### src/rtl/irq_pkg.sv
// ============================================================================
// Module   : irq_pkg
// Brief    : Shared types and defaults for the interrupt vector controller.
//            Build option IRQ_RR_PRIO_EN selects round-robin priority.
// Revision : 1.0 - initial release
// ============================================================================
`default_nettype none

package irq_pkg;

  localparam int          c_max_src       = 16;
  localparam logic [31:0] c_vec_base_def  = 32'h0000_0100;
  localparam int          c_vec_shift_def = 4;

  typedef enum logic [1:0] {
    IDLE    = 2'b00,
    ASSERT  = 2'b01,
    SERVICE = 2'b10
  } irq_state_e;

  // Vector arithmetic is modulo 2^32 so a high base wraps through zero.
  function automatic logic [31:0] irq_vec_addr(input logic [31:0] base,
                                               input logic [31:0] id,
                                               input int          shift);
    return base + (id << shift);
  endfunction

endpackage

`default_nettype wire

### src/rtl/irq_prio_enc.sv
// ============================================================================
// Module   : irq_prio_enc
// Brief    : Combinational rotating priority encoder; the first set request at
//            or after index 'start' (wrapping) wins.
// Revision : 1.0 - initial release
// ============================================================================
`default_nettype none

module irq_prio_enc
  import irq_pkg::*;
#(
  parameter int N_SRC = 4,
  parameter int ID_W  = $clog2(N_SRC)
) (
  input  logic [N_SRC-1:0] req,
  input  logic [ID_W-1:0]  start,
  output logic [ID_W-1:0]  gnt_id,
  output logic             gnt_vld
);

  int w_idx;

  // Walk from the lowest-priority slot upward so the last hit is the winner.
  always_comb begin
    gnt_id  = '0;
    gnt_vld = 1'b0;
    w_idx   = 0;
    for (int i = N_SRC - 1; i >= 0; i--) begin
      w_idx = int'(start) + i;
      if (w_idx >= N_SRC) begin
        w_idx = w_idx - N_SRC;
      end
      if (req[w_idx]) begin
        gnt_id  = ID_W'(w_idx);
        gnt_vld = 1'b1;
      end
    end
  end

endmodule

`default_nettype wire

### src/rtl/irq_vector_ctrl.sv
// ============================================================================
// Module   : irq_vector_ctrl
// Brief    : Edge-captured, masked interrupt controller producing a one-cycle
//            INT pulse and vector entryPoint for the core's PC-select path.
//            Define IRQ_RR_PRIO_EN for round-robin instead of fixed priority.
// Revision : 1.0 - initial release
// ============================================================================
`default_nettype none

module irq_vector_ctrl
  import irq_pkg::*;
#(
  parameter int          N_SRC     = 4,
  parameter logic [31:0] VEC_BASE  = c_vec_base_def,
  parameter int          VEC_SHIFT = c_vec_shift_def
) (
  input  logic                     clk,
  input  logic                     rst_n,
  input  logic [N_SRC-1:0]         irq_src,
  input  logic                     mask_we,
  input  logic [N_SRC-1:0]         mask_wdata,
  input  logic                     eoi,
  output logic                     INT,
  output logic [31:0]              entryPoint,
  output logic [$clog2(N_SRC)-1:0] irq_id,
  output logic                     busy,
  output logic [N_SRC-1:0]         pending
);

  localparam int c_id_w = $clog2(N_SRC);

  irq_state_e        r_state;
  irq_state_e        w_state_nxt;
  logic [N_SRC-1:0]  r_src_prev;
  logic [N_SRC-1:0]  r_pend;
  logic [N_SRC-1:0]  r_mask;
  logic [N_SRC-1:0]  w_edge;
  logic [N_SRC-1:0]  w_req;
  logic [N_SRC-1:0]  w_clr;
  logic [c_id_w-1:0] r_id;
  logic [c_id_w-1:0] w_start;
  logic [c_id_w-1:0] w_gnt_id;
  logic              w_gnt_vld;
  logic              w_take;
  logic [31:0]       r_entry;

  assign w_edge = irq_src & ~r_src_prev;
  assign w_req  = r_pend & r_mask;
  assign w_clr  = w_take ? (N_SRC'(1) << w_gnt_id) : '0;

`ifdef IRQ_RR_PRIO_EN
  logic [c_id_w-1:0] r_last;

  // Reset value makes the very first search begin at source 0.
  always_ff @(posedge clk or negedge rst_n) begin
    if (!rst_n) begin
      r_last <= c_id_w'(N_SRC - 1);
    end else if (w_take) begin
      r_last <= w_gnt_id;
    end
  end

  assign w_start = (r_last == c_id_w'(N_SRC - 1)) ? '0 : r_last + 1'b1;
`else
  assign w_start = '0;
`endif

  irq_prio_enc #(
    .N_SRC (N_SRC),
    .ID_W  (c_id_w)
  ) u_prio_enc (
    .req     (w_req),
    .start   (w_start),
    .gnt_id  (w_gnt_id),
    .gnt_vld (w_gnt_vld)
  );

  always_comb begin
    w_state_nxt = r_state;
    w_take      = 1'b0;
    INT         = 1'b0;
    busy        = 1'b0;
    case (r_state)
      IDLE: begin
        if (w_gnt_vld) begin
          w_take      = 1'b1;
          w_state_nxt = ASSERT;
        end
      end
      ASSERT: begin
        INT         = 1'b1;
        busy        = 1'b1;
        w_state_nxt = SERVICE;
      end
      SERVICE: begin
        busy = 1'b1;
        if (eoi) begin
          w_state_nxt = IDLE;
        end
      end
      default: w_state_nxt = IDLE;
    endcase
  end

  // A fresh edge on the source being granted re-pends it (set beats clear).
  always_ff @(posedge clk or negedge rst_n) begin
    if (!rst_n) begin
      r_state    <= IDLE;
      r_src_prev <= '0;
      r_pend     <= '0;
      r_mask     <= '0;
      r_id       <= '0;
      r_entry    <= '0;
    end else begin
      r_state    <= w_state_nxt;
      r_src_prev <= irq_src;
      r_pend     <= (r_pend & ~w_clr) | w_edge;
      if (mask_we) begin
        r_mask <= mask_wdata;
      end
      if (w_take) begin
        r_id    <= w_gnt_id;
        r_entry <= irq_vec_addr(VEC_BASE, 32'(w_gnt_id), VEC_SHIFT);
      end
    end
  end

  assign entryPoint = r_entry;
  assign irq_id     = r_id;
  assign pending    = r_pend;

endmodule

`default_nettype wire
### config.mk
export PLATFORM = sky130hd
export DESIGN_NAME = irq_vector_ctrl
export DESIGN_NICKNAME = d
export VERILOG_FILES = /design/src/rtl/irq_pkg.sv /design/src/rtl/irq_prio_enc.sv /design/src/rtl/irq_vector_ctrl.sv
export SDC_FILE = /design/constraint.sdc
export NUM_CORES = 1
export LEC_CHECK = 0
export CAP_MARGIN = 20
export CORE_MARGIN = 2
export CORE_UTILIZATION = 35
export CTS_CLUSTER_SIZE = 14
export DETAILED_ROUTE_END_ITERATION = 7
export HOLD_SLACK_MARGIN = 0.15
export PLACE_DENSITY_LB_ADDON = 0.15
export RECOVER_POWER = 25
export SLEW_MARGIN = 20
export SYNTH_ARGS = -nofsm -noshare
export SYNTH_HDL_FRONTEND = slang
export SYNTH_SLANG_ARGS = --single-unit
### constraint.sdc
create_clock -name clk -period 1.6 [get_ports clk]
set_input_delay 0.48 -clock clk [delete_from_list [all_inputs] [get_ports clk]]
set_output_delay 0.48 -clock clk [all_outputs]
set_load 0.02 [all_outputs]
==> flow_summary_export.csv, run 1 <==
group,metric,value,unit
synthesis,synth_mux_area_share,7.63,%
drt,ant_nets,0,
synthesis,synth.distinct_cells,22,
final_layout,drive_above_1_share,16.5,%
critical_path,crit_start,"r_state[1]",
drt,drc,0,
drt,wl_per_cell,9.69,um
worst_hold_path,min_path_cells,1,
clock_network,clk_latency,0.28,ns
clock_network,h-tree-depth,1,
timing,finalCriticalPeriod,1.61,ns
critical_path,rr_worst_depth,5,
floorplan,start_util,36.3,%
clock_network,numCtsBuffers,3,
final_layout,area_growth,22.0,%
timing,worst_pin_slew,0.874,ns
final_layout,most-common-layout-cells,"conb_1, dfrtp_1, dlygate4sd2_1",
synthesis,synth.area.top_cells,"dfrtp_1, buf_4, ha_1, mux2_2, a22o_1",
synthesis,synthXorXnorAreaFrac,0,%
critical_path,critical_path_class,"flop to output port",
grt,grt_pass1_wl,2490,um
synthesis,syn_area_per_cell,10.7,um2
place,hpwl,1200,um
timing,relSlewSlack,41.7,%
synthesis,synth_area,983,um2
synthesis,synth_seq_area_share,43.3,%
floorplan,die_w,57.0,um
timing,drv_slew,0,
drt,first_pass_iters,4,
floorplan,core-area,2710,um2
grt,grt_use_total,9.97,%
floorplan,row_count,19,
place,dp_slack,-0.136,ns
drt,vias,636,
grt,grt_max_degree,18,
pwr,power.leakage,0.585,nW
critical_path,worst-endpoint-arrival,1.13,ns
synthesis,ys_ff_latch,17,
worst_hold_path,min_delay_worst_endpoint,"pending[0]",
critical_path,startpoint_type,"flop",
synthesis,synth_compound_area_share,11.3,%
critical_path,r2r-end,"r_state[1]",
clock_network,clockRootBuffer,"clkbuf_4",
run_status,status,"complete, but fails checks",
pwr,power_density,1590,nW/um2
run_status,violations,"negative setup slack",
timing,max_freq,622,MHz
critical_path,crit_path_end_kind,"output port",
critical_path,r2r-start,"r_state[1]",
drt,vias_per_cell,4.18,
synthesis,synth_fa_ha_area_share,5.09,%
synthesis,synth_top_family_by_area,"buffers and inverters",
critical_path,crit_fanout,3,
timing,final-hold-violation-count,0,
final_layout,antennaDiodeCount,0,
floorplan,dieArea,3250,um2
timing,worst_slack,-0.00705,ns
synthesis,synth_top_cell_by_area,"dfrtp_1",
pwr,peakVddDrop,0.000923,V
final_layout,final_common_cell,"conb_1",
worst_hold_path,worstHoldStart,"r_src_prev[0]",
timing,fin_crit_sh,100,%
worst_hold_path,hold_class,"flop to flop",
final_layout,fin_nets,138,
timing,fin_tns_setup,-0.00705,ns
synthesis,yosysWarnings,0,
clock_network,cts_tree,"done",
drt,drt_iter0_markers,10,
grt,first_global_vias,583,
floorplan,pin_count,52,
clock_network,cts_buffer_depth,2,
clock_network,numClockSinks,17,
timing,fin_skew,0.00366,ns
place,port_buffers,22,
grt,grt_overflow,0,
synthesis,synth-simple-area-share,5.98,%
critical_path,cp.required,1.12,ns
timing,setup_viol_count_final,1,
critical_path,r2r_slack,0.08,ns
drt,routed_wl,1470,um
timing,rsz0062_at_grt,"true",
synthesis,netlist.area_leader.share,43.3,%
floorplan,die_y,57.0,um
grt,antenna_found_initial,0,
place,gp_congestion,0.713,
run,cap_violations,0,
synthesis,synthesis.instances,92,
timing,hold_ws,0.420,ns
clock_network,path_clk_slew,0.09,ns
## where the power goes
part | internal (W) | total [W] | switching, W
clock | 0.0000968 | 0.000220 | 0.000123
combinational | 0.000497 | 0.00105 | 0.000552
sequential | 0.000541 | 0.000637 | 0.0000961
total | 0.00113 | 0.00191 | 0.000771
## cell families (layout without fill, tap and decap cells)
family                     after synthesis  count (layout)
buffers and inverters                   38              39
DFF                                     17              17
AOI/OAI and AO/OA                       14              14
and+or+nand+nor                         12              12
muxes                                    6               6
adders and majority gates                4               4
other                                    1              29
## flip-flops by register name, indices dropped and copies added (netlist names)
register	cells
r_mask	4
r_src_prev	4
pending	4
entryPoint	2
irq_id	1
r_state	2
## how the worst max path moves through the flow
stage | cells past startpoint | to
after floorplan | 5 | r_state[0]
after global placement | 3 | busy
after detailed placement | 3 | busy
after CTS | 3 | busy
after global routing | 3 | busy
final | 3 | busy
## per-layer routing
| metal | GRT usage, % | vias to the layer above | routed length, um |
|---|---|---|---|
| met5 | 0 | - | 0 |
| met4 | 4.98 | 0 | 23 |
| met3 | 2.72 | 3 | 105 |
| met2 | 15.6 | 30 | 703 |
| met1 | 12.7 | 295 | 640 |
| li1 | - | 308 | - |
## layout make-up
type / count / area [um2]
fill: 295 / 1510
multi-input combinational: 65 / 429
sequential: 17 / 425
timing repair buffer: 28 / 254
tap: 31 / 38.8
clock buffer: 4 / 26.3
inverter: 7 / 26.3
## worst max-delay path: stages (launching register included)
cell and delay (ns):
dfrtp_1 0.40, inv_2 0.12, ha_4 0.21, buf_6 0.12
## through the flow
| step | area, um2 | utilization [%] | total power (W) | instances |
|---|---|---|---|---|
| after floorplan | 1090 | - | 0.00133 | 120 |
| after global placement | 1150 | 42.5 | 0.00168 | 147 |
| after detailed placement | 1150 | 42.5 | 0.00169 | 147 |
| after CTS | 1170 | 43.0 | 0.00183 | 151 |
| after global routing | 1200 | 44.3 | 0.00206 | 152 |
| final | 1200 | 44.3 | 0.00191 | 152 |
## synth_stat cells (all sizes together)
cell    count
buf        31
dfrtp      17
inv         7
mux2        6
nand2       5
a22o        4
ha          4
a21oi       3
o21ai       3
a22oi       1
a31oi       1
a32o        1
and2        1
conb        1
nand2b      1
nand3       1
nand4       1
nor2        1
nor2b       1
nor4        1
o32a        1
## what timing repair did
| item | CTS | global route |
|---|---|---|
| setup buffers | 0 | 1 |
| pin swaps | 0 | 1 |
| endpoints found under the setup margin | 11 | 3 |
| hold buffers | 0 | 0 |
| resized for setup | 21 | 5 |
Power figures use the tool's default switching activity.
==> run 2, diff against run 1 <==
- PLACE_DENSITY: not set -> 0.84
- PLACE_DENSITY_LB_ADDON: 0.15 -> not set
- SLEW_MARGIN: 20 -> 15
==> run 2 against run 1 <==
  * The run still ends with negative setup slack left
  * Critical path depth stayed put
  * Worst setup slack is essentially flat
  * Fmax about the same
  * First-iteration DRC count did not move
  * Wire length rose by 17%
  * Sequential power rose by 0.9%
  * Clock skew is 0.0013 ns higher
  * Flip-flop and latch count is the same
  * Total power up 2.6%
  * Worst hold slack better by 0.024 ns
  * Highest routed layer unchanged
==> flow_summary_export.csv, run 2 (synthesis results as in run 1) <==
group,metric,value,unit
run_status,status,"complete, but fails checks",
run_status,violations,"negative setup slack",
clock_network,hold_buffers,0,
place,hpwl,1400,um
final_layout,fin_cells,153,
floorplan,pin_count,52,
timing,rsz0062_at_grt,"true",
place,dp_slack,-0.185,ns
place,port_buffers,22,
clock_network,numClockSinks,17,
drt,drt_iter0_markers,10,
floorplan,die_w,57.0,um
critical_path,crit_buf_inv,2,
clock_network,cts_tree,"done",
pwr,seqPwrFrac,32.9,%
timing,final-hold-violation-count,0,
critical_path,crit_path_end_kind,"output port",
pwr,power.leakage,0.586,nW
pwr,combPwrFrac,55.7,%
place,place_inst,148,
critical_path,startpoint_type,"flop",
timing,fin_crit_sh,100,%
critical_path,crit_fanout,2,
drt,vias,649,
timing,fin_tns_setup,-0.0115,ns
critical_path,worstPathCellList,"inv_1 > ha_4 > buf_6",
final_layout,drive_above_1_share,17.2,%
pwr,switchingPower,0.000809,W
grt,first_global_vias,651,
floorplan,row_count,19,
critical_path,worst-endpoint-arrival,1.13,ns
timing,fin_skew,0.00501,ns
timing,drv_slew,0,
drt,routed_wl,1720,um
floorplan,core-area,2710,um2
critical_path,cp_slowest_cell,"dfrtp_1",
timing,worst_pin_slew,0.888,ns
timing,setup_viol_count_final,2,
drt,wl_per_cell,11.3,um
floorplan,start_util,36.3,%
critical_path,critical-path-top-delay-family,"flip-flops",
grt,antenna_found_initial,0,
clock_network,numCtsBuffers,3,
grt,grt_pass1_wl,2850,um
final_layout,most-common-layout-cells,"conb_1, dfrtp_1, clkdlybuf4s50_1, dlygate4sd2_1",
clock_network,h-tree-depth,1,
final_layout,antennaDiodeCount,0,
pwr,peakVddDrop,0.00106,V
critical_path,critical_path_class,"flop to output port",
clock_network,cts_buffer_depth,2,
drt,vias_per_cell,4.24,
pwr,power_density,1640,nW/um2
final_layout,final_common_cell,"conb_1",
timing,relSlewSlack,40.8,%
grt,grt_max_degree,18,
clock_network,clk_latency,0.29,ns
final_layout,post-route-util,44.1,%
clock_network,clockRootBuffer,"clkbuf_4",
drt,ant_nets,0,
timing,max_freq,622,MHz
pwr,power,0.00196,W
pwr,power_frac_clock,11.4,%
grt,grt_overflow,0,
place,gp_congestion,0.781,
timing,worst_slack,-0.00675,ns
final_layout,fin_nets,139,
grt,grt_use_total,11.1,%
drt,first_pass_iters,4,
timing,finalCriticalPeriod,1.61,ns
clock_network,path_clk_slew,0.09,ns
critical_path,cp.required,1.12,ns
floorplan,die_y,57.0,um
pwr,p_sw_share,41.3,%
run,cap_violations,0,
final_layout,area_growth,21.6,%
drt,drc,0,
worst_hold_path,hold_class,"flop to flop",
critical_path,max_stage_delay,0.39,ns
floorplan,dieArea,3250,um2
pwr,power.internal,0.00115,W
==> run 2: power by group through the flow <==
stage / registers, W / clock network, W / logic, W
3_3_place_gp: 0.000645 / 0 / 0.00103
6_report: 0.000643 / 0.000223 / 0.00109
2_1_floorplan: 0.000722 / 0 / 0.000606
4_1_cts: 0.000643 / 0.000223 / 0.000981
5_1_grt: 0.000660 / 0.000239 / 0.00118
3_5_place_dp: 0.000649 / 0 / 0.00108
==> run 2: path summary, 6_finish.rpt <==
| check | from | end | slack (ns) | depth (start not counted) |
|---|---|---|---|---|
| min | r_src_prev[0] | pending[0] | 0.44 | 1 |
| max in group asynchronous | rst_n | pending[2] | 0.23 | 2 |
| max | r_state[0] | busy | -0.007 | 3 |
| min reg2reg | r_src_prev[0] | pending[0] | 0.44 | 1 |
| min in group asynchronous | rst_n | r_mask[2] | 0.83 | 2 |
| max reg2reg | r_state[0] | r_state[0] | 0.07 | 5 |
==> run 2: timing repair <==
item,in CTS,in global routing
gates cloned,0,0
endpoints found under the hold margin,0,0
pin swaps,0,1
setup endpoints to repair,11,4
buffers inserted,0,1
gates resized for setup,18,6
==> run 2: per-layer routing <==
layer | wire length (um) | vias to the layer above | track usage (%)
li1 | - | 306 | -
met1 | 637 | 305 | 12.7
met2 | 953 | 36 | 20.7
met3 | 114 | 2 | 1.59
met4 | 18 | 0 | 3.99
met5 | 0 | - | 0
==> run 2: per-stage QoR <==
step / hold WS (ns) / cell area [um2]
6_report: 0.444 / 1200
3_3_place_gp: 0.409 / 1160
2_1_floorplan: 0.184 / 1090
4_1_cts: 0.454 / 1160
3_5_place_dp: 0.435 / 1160
5_1_grt: 0.485 / 1200
==> run 2: area by class of cell <==
| class | instances | area (um2) |
|---|---|---|
| flip-flops and latches | 17 | 425 |
| repair buffers | 29 | 260 |
| inverters | 7 | 26.3 |
| well taps | 31 | 38.8 |
| clock buffers | 4 | 26.3 |
| multi-input cells | 65 | 419 |
| fillers | 270 | 1510 |
==> run 3, diff against run 2 <==
--- a/config.mk
+++ b/config.mk
@@ -7,2 +7,3 @@
 export LEC_CHECK = 0
+export ABC_CLOCK_PERIOD_IN_PS = 1600
 export CAP_MARGIN = 20
--- a/constraint.sdc
+++ b/constraint.sdc
@@ -3,2 +3,2 @@
 set_output_delay 0.48 -clock clk [all_outputs]
-set_load 0.02 [all_outputs]
+set_load 0.05 [all_outputs]
==> run 3 against run 2 <==
  * The run still ends with negative setup slack left
  * Sequential share of layout area fell by 3.4 points
  * Critical path depth did not move
  * Non-clock buffer count rose by 1
  * Sequential power rose by 10%
  * Total power rose by 46%
  * Core utilization rose by 5.2 points
  * Via count rose by 3.1%
  * Fmax fell by 4.0%
  * Clock power rose by 9.4%
  * Global-route usage rose by 1.9 points
  * Critical endpoint unchanged
==> flow_summary_export.csv, run 3 (synthesis results as in run 1) <==
group,metric,value,unit
run_status,status,"complete, but fails checks",
run_status,violations,"negative setup slack",
critical_path,worst-endpoint-arrival,1.19,ns
timing,fin_skew,0.00313,ns
critical_path,crit_path_end_kind,"output port",
grt,grt_max_degree,18,
timing,worst_slack,-0.0745,ns
drt,drc,0,
drt,ant_nets,0,
floorplan,row_count,19,
final_layout,post-route-util,49.4,%
critical_path,crit_fanout,3,
clock_network,cts_tree,"done",
grt,grt_pass1_wl,3200,um
clock_network,clk_latency,0.30,ns
place,place_area,1270,um2
place,hpwl,1450,um
floorplan,dieArea,3250,um2
drt,vias,669,
place,gp_congestion,0.789,
clock_network,path_clk_slew,0.10,ns
clock_network,cts_buffer_depth,2,
worst_hold_path,hold_class,"flop to flop",
timing,fin_crit_sh,105,%
pwr,peakVddDrop,0.00149,V
final_layout,final_common_cell,"conb_1",
critical_path,cp.required,1.12,ns
timing,rsz0062_at_grt,"true",
clock_network,h-tree-depth,1,
floorplan,start_util,36.3,%
floorplan,die_y,57.0,um
grt,first_global_vias,674,
drt,routed_wl,1930,um
final_layout,most-common-layout-cells,"conb_1, dfrtp_1, buf_12",
final_layout,area_growth,36.0,%
pwr,power.leakage,0.640,nW
timing,max_freq,597,MHz
floorplan,pin_count,52,
drt,vias_per_cell,4.34,
timing,finalCriticalPeriod,1.67,ns
drt,first_pass_iters,4,
drt,wl_per_cell,12.5,um
place,port_buffers,22,
final_layout,drive_above_1_share,29.3,%
timing,setup_viol_count_final,2,
timing,worst_pin_slew,0.912,ns
clock_network,numClockSinks,17,
final_layout,final_cell_area,1340,um2
floorplan,core-area,2710,um2
timing,fin_tns_setup,-0.131,ns
clock_network,clockRootBuffer,"clkbuf_4",
pwr,power,0.00285,W
floorplan,die_w,57.0,um
grt,grt_overflow,0,
run,cap_violations,0,
timing,final-hold-violation-count,0,
timing,relSlewSlack,39.2,%
place,dp_slack,0.0239,ns
grt,antenna_found_initial,0,
clock_network,numCtsBuffers,3,
critical_path,startpoint_type,"flop",
timing,drv_slew,0,
final_layout,fin_nets,140,
final_layout,antennaDiodeCount,0,
pwr,power_density,2130,nW/um2
grt,grt_use_total,12.9,%
drt,drt_iter0_markers,10,
critical_path,critical_path_class,"flop to output port",
[run 3: cell types whose count changed in the layout (fill, tap and decap cells not counted), sizes merged]
cell,before,now
buf,8,18
dlygate4sd2,9,0
[run 3: cell type report]
type                       count  area [um2]
fill                         242        1370
sequential                    17         430
multi-input combinational     65         429
timing repair buffer          30         387
tap                           31        38.8
clock buffer                   4        26.3
inverter                       7        26.3
[run 3: worst paths after layout]
path	from	end	slack [ns]	cells past startpoint
setup reg to reg	r_state[1]	r_state[1]	0.09	5
max in group asynchronous	rst_n	pending[1]	0.18	2
hold / removal	r_src_prev[0]	pending[0]	0.42	1
min in group asynchronous	rst_n	r_mask[1]	0.80	2
hold reg to reg	r_src_prev[0]	pending[0]	0.42	1
setup / recovery	r_state[1]	busy	-0.07	3
[run 3: routing by layer]
metal / routed length (um) / global-route usage (%)
met2: 1000 / 22.2
met1: 776 / 15.6
met4: 36 / 4.98
met5: 0 / 0
met3: 116 / 3.17
[run 3: timing repair]
item,4_1_cts,5_1_grt
buffers inserted,3,0
hold buffers,0,0
setup endpoints to repair,2,2
resized for setup,5,0
[run 3: power breakdown]
part / internal, W / total (W) / switching, W
Sequential: 0.000550 / 0.000710 / 0.000160
Clock: 0.0000975 / 0.000244 / 0.000146
Combinational: 0.000883 / 0.00189 / 0.00101
Total: 0.00153 / 0.00285 / 0.00132
[run 3: metrics by stage]
stage	hold WS, ns	cells
detailed placement	0.416	147
global route	0.496	154
floorplan	0.184	120
finish	0.424	154
CTS	0.429	154
global placement	0.403	147
[run 3: critical path, cell delays in order (launching register included)]
cell and delay [ns]:
dfrtp_1 0.41, inv_2 0.11, ha_4 0.22, buf_12 0.14
==> variant 1, RTL diff (config.mk and constraints of run 1) <==
The option `IRQ_RR_PRIO_EN` is turned on by a define.
--- a/src/rtl/irq_vector_ctrl.sv
+++ b/src/rtl/irq_vector_ctrl.sv
@@ -6,6 +6,8 @@
 // Revision : 1.0 - initial release
 // ============================================================================
 `default_nettype none
+
+`define IRQ_RR_PRIO_EN
 
 module irq_vector_ctrl
   import irq_pkg::*;
Function: changed (a bounded check fails within 10 cycles, from zero or initial values and one cycle with rst_n low).
==> variant 1 against run 1 <==
The flow still finishes with violations (setup timing); routed wire length rose by 47%; setup slack got worse by 0.026 ns; cell area rose by 21%; sequential cell count rose by 2; die area rose by 15%; hold slack improved by 0.059 ns; area after synthesis rose by 16%; sequential share of layout area fell by 2.5 points; total power rose by 36%.
==> variant 1: results (changes against run 1) <==
number of global-route vias before repair 789 (was 583); top cells by area, synth dfrtp_1 37%, buf_4 20%, mux2_2 4.9% (was dfrtp_1 43%, buf_4 24%, ha_1 5.1%); worst-path maximum fanout 2 (was 3); non-filler cells, final 191 (was 152); pin count of the biggest net entering global routing 20 (was 18); YS warnings 0 (unchanged); via count 843 (was 636); setup_tns -0.0606 ns (was -0.00705 ns); gpl congestion 0.830 (was 0.713); peak supply drop 646 uV (was 923 uV); DRT iter0 DRCs 18 (was 10); Slowest Stage Delay on Critical Path 0.42 ns (was 0.40 ns); worst r2r src r_last[1]$_DFFE_PN1P_ (was r_state[1]$_DFFE_PN0P_); Synth Instances 113 (was 92); Tightest Pin Transition 0.500 ns (was 0.874 ns); Routed WL 2.16 mm (was 1.47 mm); first-pass GRT wire length 3.57 mm (was 2.49 mm); Leak 0.672 nW (was 0.585 nW); CP Data Arrival Time 1.15 ns (was 1.13 ns); Netlist cell types 28 (was 22); Fill cells 284 (was 295); Commonest cells post-synth 31 x buf_4, 17 x dfrtp_1, 7 x nor2_1 (was 31 x buf_4, 17 x dfrtp_1, 7 x inv_1); clk_skew 0.00522 ns (was 0.00366 ns); gr usage total 0.127 (was 0.0997); final setup fails 4 (was 1); failing checks setup timing (unchanged); Worst R2R Setup Slack -0.02 ns (was 0.08 ns); total CTS buffers 3 (unchanged); Switching Power 1.12 mW (was 0.771 mW); post-DP HPWL 1.71 mm (was 1.20 mm); Hold EP pending[3]$_DFF_PN0_ (was pending[0]$_DFF_PN0_); Tightest Hold Check Type register to register (unchanged); placed cells 187 (was 147); status finished, violations left (unchanged); Worst R2R End pending[1]$_DFF_PN0_ (was r_state[1]$_DFFE_PN0P_); register area share after synthesis 0.420 (was 0.433); Final Net Count 164 (was 138); HP Start r_src_prev[3]$_DFF_PN0_ (was r_src_prev[0]$_DFF_PN0_); post-route setup slack -0.0332 ns (was -0.00705 ns); ratio of cells with drive above 1 in the final layout 0.245 (was 0.165)
-- variant 1: cell types whose count changed in the layout (fill, tap and decap cells not counted), moves of 4 or more --
cell,delta
buf_4,+6
nor2_1,+6
a21o_1,+4
o221ai_2,+4
-- variant 1: logic make-up after synthesis --
logic type,Yosys count,share of synthesized area
fa+ha+maj,4,0.0440
mux,5,0.0494
flops,19,0.420
simple gates,19,0.0769
compound gates,28,0.182
buf+inv,37,0.224
other cells,1,0.00329
-- variant 1: cell type report --
type / count / area (sq um) / area share
sequential: 19 / 478 / 0.330
inverter: 6 / 22.5 / 0.0155
tap: 44 / 55.1 / 0.0380
clock buffer: 4 / 26.3 / 0.0181
timing repair buffer: 33 / 288 / 0.198
multi-input combinational: 85 / 581 / 0.400
-- variant 1: worst max-delay path by stage --
stage,start,endpoint,cells past startpoint
after global placement,r_state[0]$_DFFE_PN0P_,busy,3
after CTS,r_state[0]$_DFFE_PN0P_,busy,3
after global routing,r_state[0]$_DFFE_PN0P_,busy,3
final,r_state[0]$_DFFE_PN0P_,busy,3
after detailed placement,r_state[0]$_DFFE_PN0P_,busy,3
after floorplan,r_last[0]$_DFFE_PN1P_,pending[1]$_DFF_PN0_,5
-- variant 1: power by group through the flow --
| stage | clock network (mW) | registers, mW | logic, mW |
|---|---|---|---|
| 4_1_cts | 0.251 | 0.729 | 1.47 |
| 6_report | 0.244 | 0.738 | 1.62 |
| 3_3_place_gp | 0 | 0.741 | 1.52 |
| 3_5_place_dp | 0 | 0.742 | 1.55 |
| 5_1_grt | 0.276 | 0.759 | 1.78 |
| 2_1_floorplan | 0 | 0.829 | 0.920 |
-- variant 1: routing by layer --
layer  vias to the layer above  GRT usage  routed length, microns
met5                         -          0                       0
met4                         0     0.0466                      14
met3                         4     0.0336                     149
met2                        41      0.191                    1050
met1                       392      0.176                     945
li1                        406          -                       -
-- variant 1: what timing repair did --
item	in CTS	in global routing
pin swaps	9	4
gates cloned	0	0
endpoints found under the setup margin	17	10
resized for setup	18	12
hold buffers	0	0
-- variant 1: per-stage QoR --
step | hold slack (ns) | setup slack (ns) | instance area [sq um]
after floorplan | 0.184 | -0.0150 | 1260
after global placement | 0.457 | -0.115 | 1390
after detailed placement | 0.460 | -0.143 | 1390
after CTS | 0.486 | -0.0576 | 1400
after global routing | 0.504 | -0.0919 | 1450
final | 0.479 | -0.0332 | 1450
==> variant 2, RTL diff (settings of run 1) <==
Without the edit above. Encoding of `irq_state_e`: now one-hot (3 bits for 3 states).
--- a/src/rtl/irq_pkg.sv
+++ b/src/rtl/irq_pkg.sv
@@ -12,10 +12,10 @@
   localparam logic [31:0] c_vec_base_def  = 32'h0000_0100;
   localparam int          c_vec_shift_def = 4;
 
-  typedef enum logic [1:0] {
-    IDLE    = 2'b00,
-    ASSERT  = 2'b01,
-    SERVICE = 2'b10
+  typedef enum logic [2:0] {
+    IDLE    = 3'b001,
+    ASSERT  = 3'b010,
+    SERVICE = 3'b100
   } irq_state_e;
 
   // Vector arithmetic is modulo 2^32 so a high base wraps through zero.
Formal check against the unedited RTL: no difference found for any inputs over 10 cycles, from zero or initial values and one cycle with rst_n low; not proved beyond that.
==> variant 2 against run 1 <==
The flow still finishes with violations (setup timing); sequential cell count increased by 1; routed wire length increased by 2.0%; combinational power decreased by 9%; largest cell class is now flip-flops and latches; total power increased by 0.65%; largest power group unchanged; sequential power increased by 8.9%; area after synthesis decreased by 3.8%; cell area decreased by 1.6%; setup slack got worse by 0.018 ns.
==> variant 2: results (changes against run 1) <==
status finished, violations left (unchanged); failing checks setup timing (unchanged); DR WL met2 746 microns (was 703 microns); first-pass GRT wire length 2.48 mm (was 2.49 mm); Syn Area/Cell 10.7 sq um (about the same); CTS max path bufs 2 (unchanged); pre-CTS WS -0.165 ns (was -0.136 ns); YS warnings 0 (unchanged); via count 631 (was 636); Worst-path clk slew 0.09 ns (about the same); Worst R2R Setup Slack 0.16 ns (was 0.08 ns); DRT iter0 DRCs 5 (was 10); post-route setup slack -0.0249 ns (was -0.00705 ns); register area share after synthesis 0.478 (was 0.433); Commonest cells post-synth 31 x buf_4, 17 x dfrtp_1, 5 x a22o_1 (was 31 x buf_4, 17 x dfrtp_1, 7 x inv_1); Worst R2R End entryPoint[8]$_DFFE_PN0P_ (was r_state[1]$_DFFE_PN0P_); CP startpoint r_state[2]$_DFFE_PN0P_ (was r_state[1]$_DFFE_PN0P_); Routed WL 1.50 mm (was 1.47 mm); worst skew pair latency 0.28 ns (about the same); post-DP HPWL 1.19 mm (was 1.20 mm); total CTS buffers 3 (unchanged); M1 GR Usage 0.127 (about the same); Leak 0.570 nW (was 0.585 nW); placed cell areas 1140 sq um (was 1150 sq um); pin count of the biggest net entering global routing 19 (was 18); Worst R2R Path Depth 5 (unchanged); final setup fails 1 (unchanged); non-filler cells, final 150 (was 152); IO buf count 22 (unchanged); CP Data Arrival Time 1.14 ns; met3 global-route usage 0.0256 (was 0.0272); gr usage total 0.0961 (was 0.0997); top cells by area, synth dfrtp_1 45%, buf_4 25%, mux2_2 4.8% (was dfrtp_1 43%, buf_4 24%, ha_1 5.1%); Hold EP entryPoint[8]$_DFFE_PN0P_ (was pending[0]$_DFF_PN0_); Tightest Hold Check Type register to register (unchanged); DR WL met3 115 microns (was 105 microns); Slew headroom 0.392 (was 0.417); Diodes inserted 0 (unchanged); gpl congestion 0.646 (was 0.713); clk_skew 0.00220 ns (was 0.00366 ns); M1 WL 641 microns (was 640 microns); Final Net Count 133 (was 138); peak supply drop 870 uV (was 923 uV); CP endpoint busy (unchanged); worst-path maximum fanout 3 (unchanged); ratio of cells with drive above 1 in the final layout 0.217 (was 0.165); Async SR Flop Fraction 1.00 (unchanged); number of global-route vias before repair 575 (was 583); worst hold stages 1 (unchanged); Top Layer Used met3 (was met4); HP Start entryPoint[8]$_DFFE_PN0P_ (was r_src_prev[0]$_DFF_PN0_); hold slack 0.473 ns (was 0.420 ns); root buffer cell clkbuf_4 (unchanged); H-tree levels 1 (unchanged); setup_tns -0.0249 ns (was -0.00705 ns); global-route track usage on met2 0.158 (was 0.156); Netlist cell types 22 (unchanged)
[variant 2: report_power, final]
part	internal (mW)	switching, mW	leakage (nW)
Clock	0.138	0.127	0.0210
Sequential	0.589	0.105	0.203
Combinational	0.458	0.500	0.345
Total	1.19	0.733	0.570
[variant 2: what timing repair did]
item,4_1_cts,5_1_grt
buffers inserted,0,1
pin swaps,0,0
setup endpoints to repair,11,2
resized for setup,18,5
[variant 2: final cells by class]
cell class                      instances  area, sq um
Multi-Input combinational cell         63          373
Inverter                                4         15.0
Sequential cell                        18          452
Tap cell                               30         37.5
Fill cell                             262         1340
Clock buffer                            4         36.3
Timing Repair Buffer                   31          268
[variant 2: kinds of logic after synthesis]
group,after synthesis,synth area share
buffers and inverters,35,0.262
flip-flops,18,0.478
AND/OR/NAND/NOR,16,0.102
AO/OA/AOI/OAI,14,0.107
multiplexers,4,0.0476
other,1,0.00396
[variant 2: critical path, cell delays in order (launching register included)]
cell      delay, ns
dfrtp_1        0.43
nand2b_4       0.17
a21oi_2        0.11
buf_4          0.15
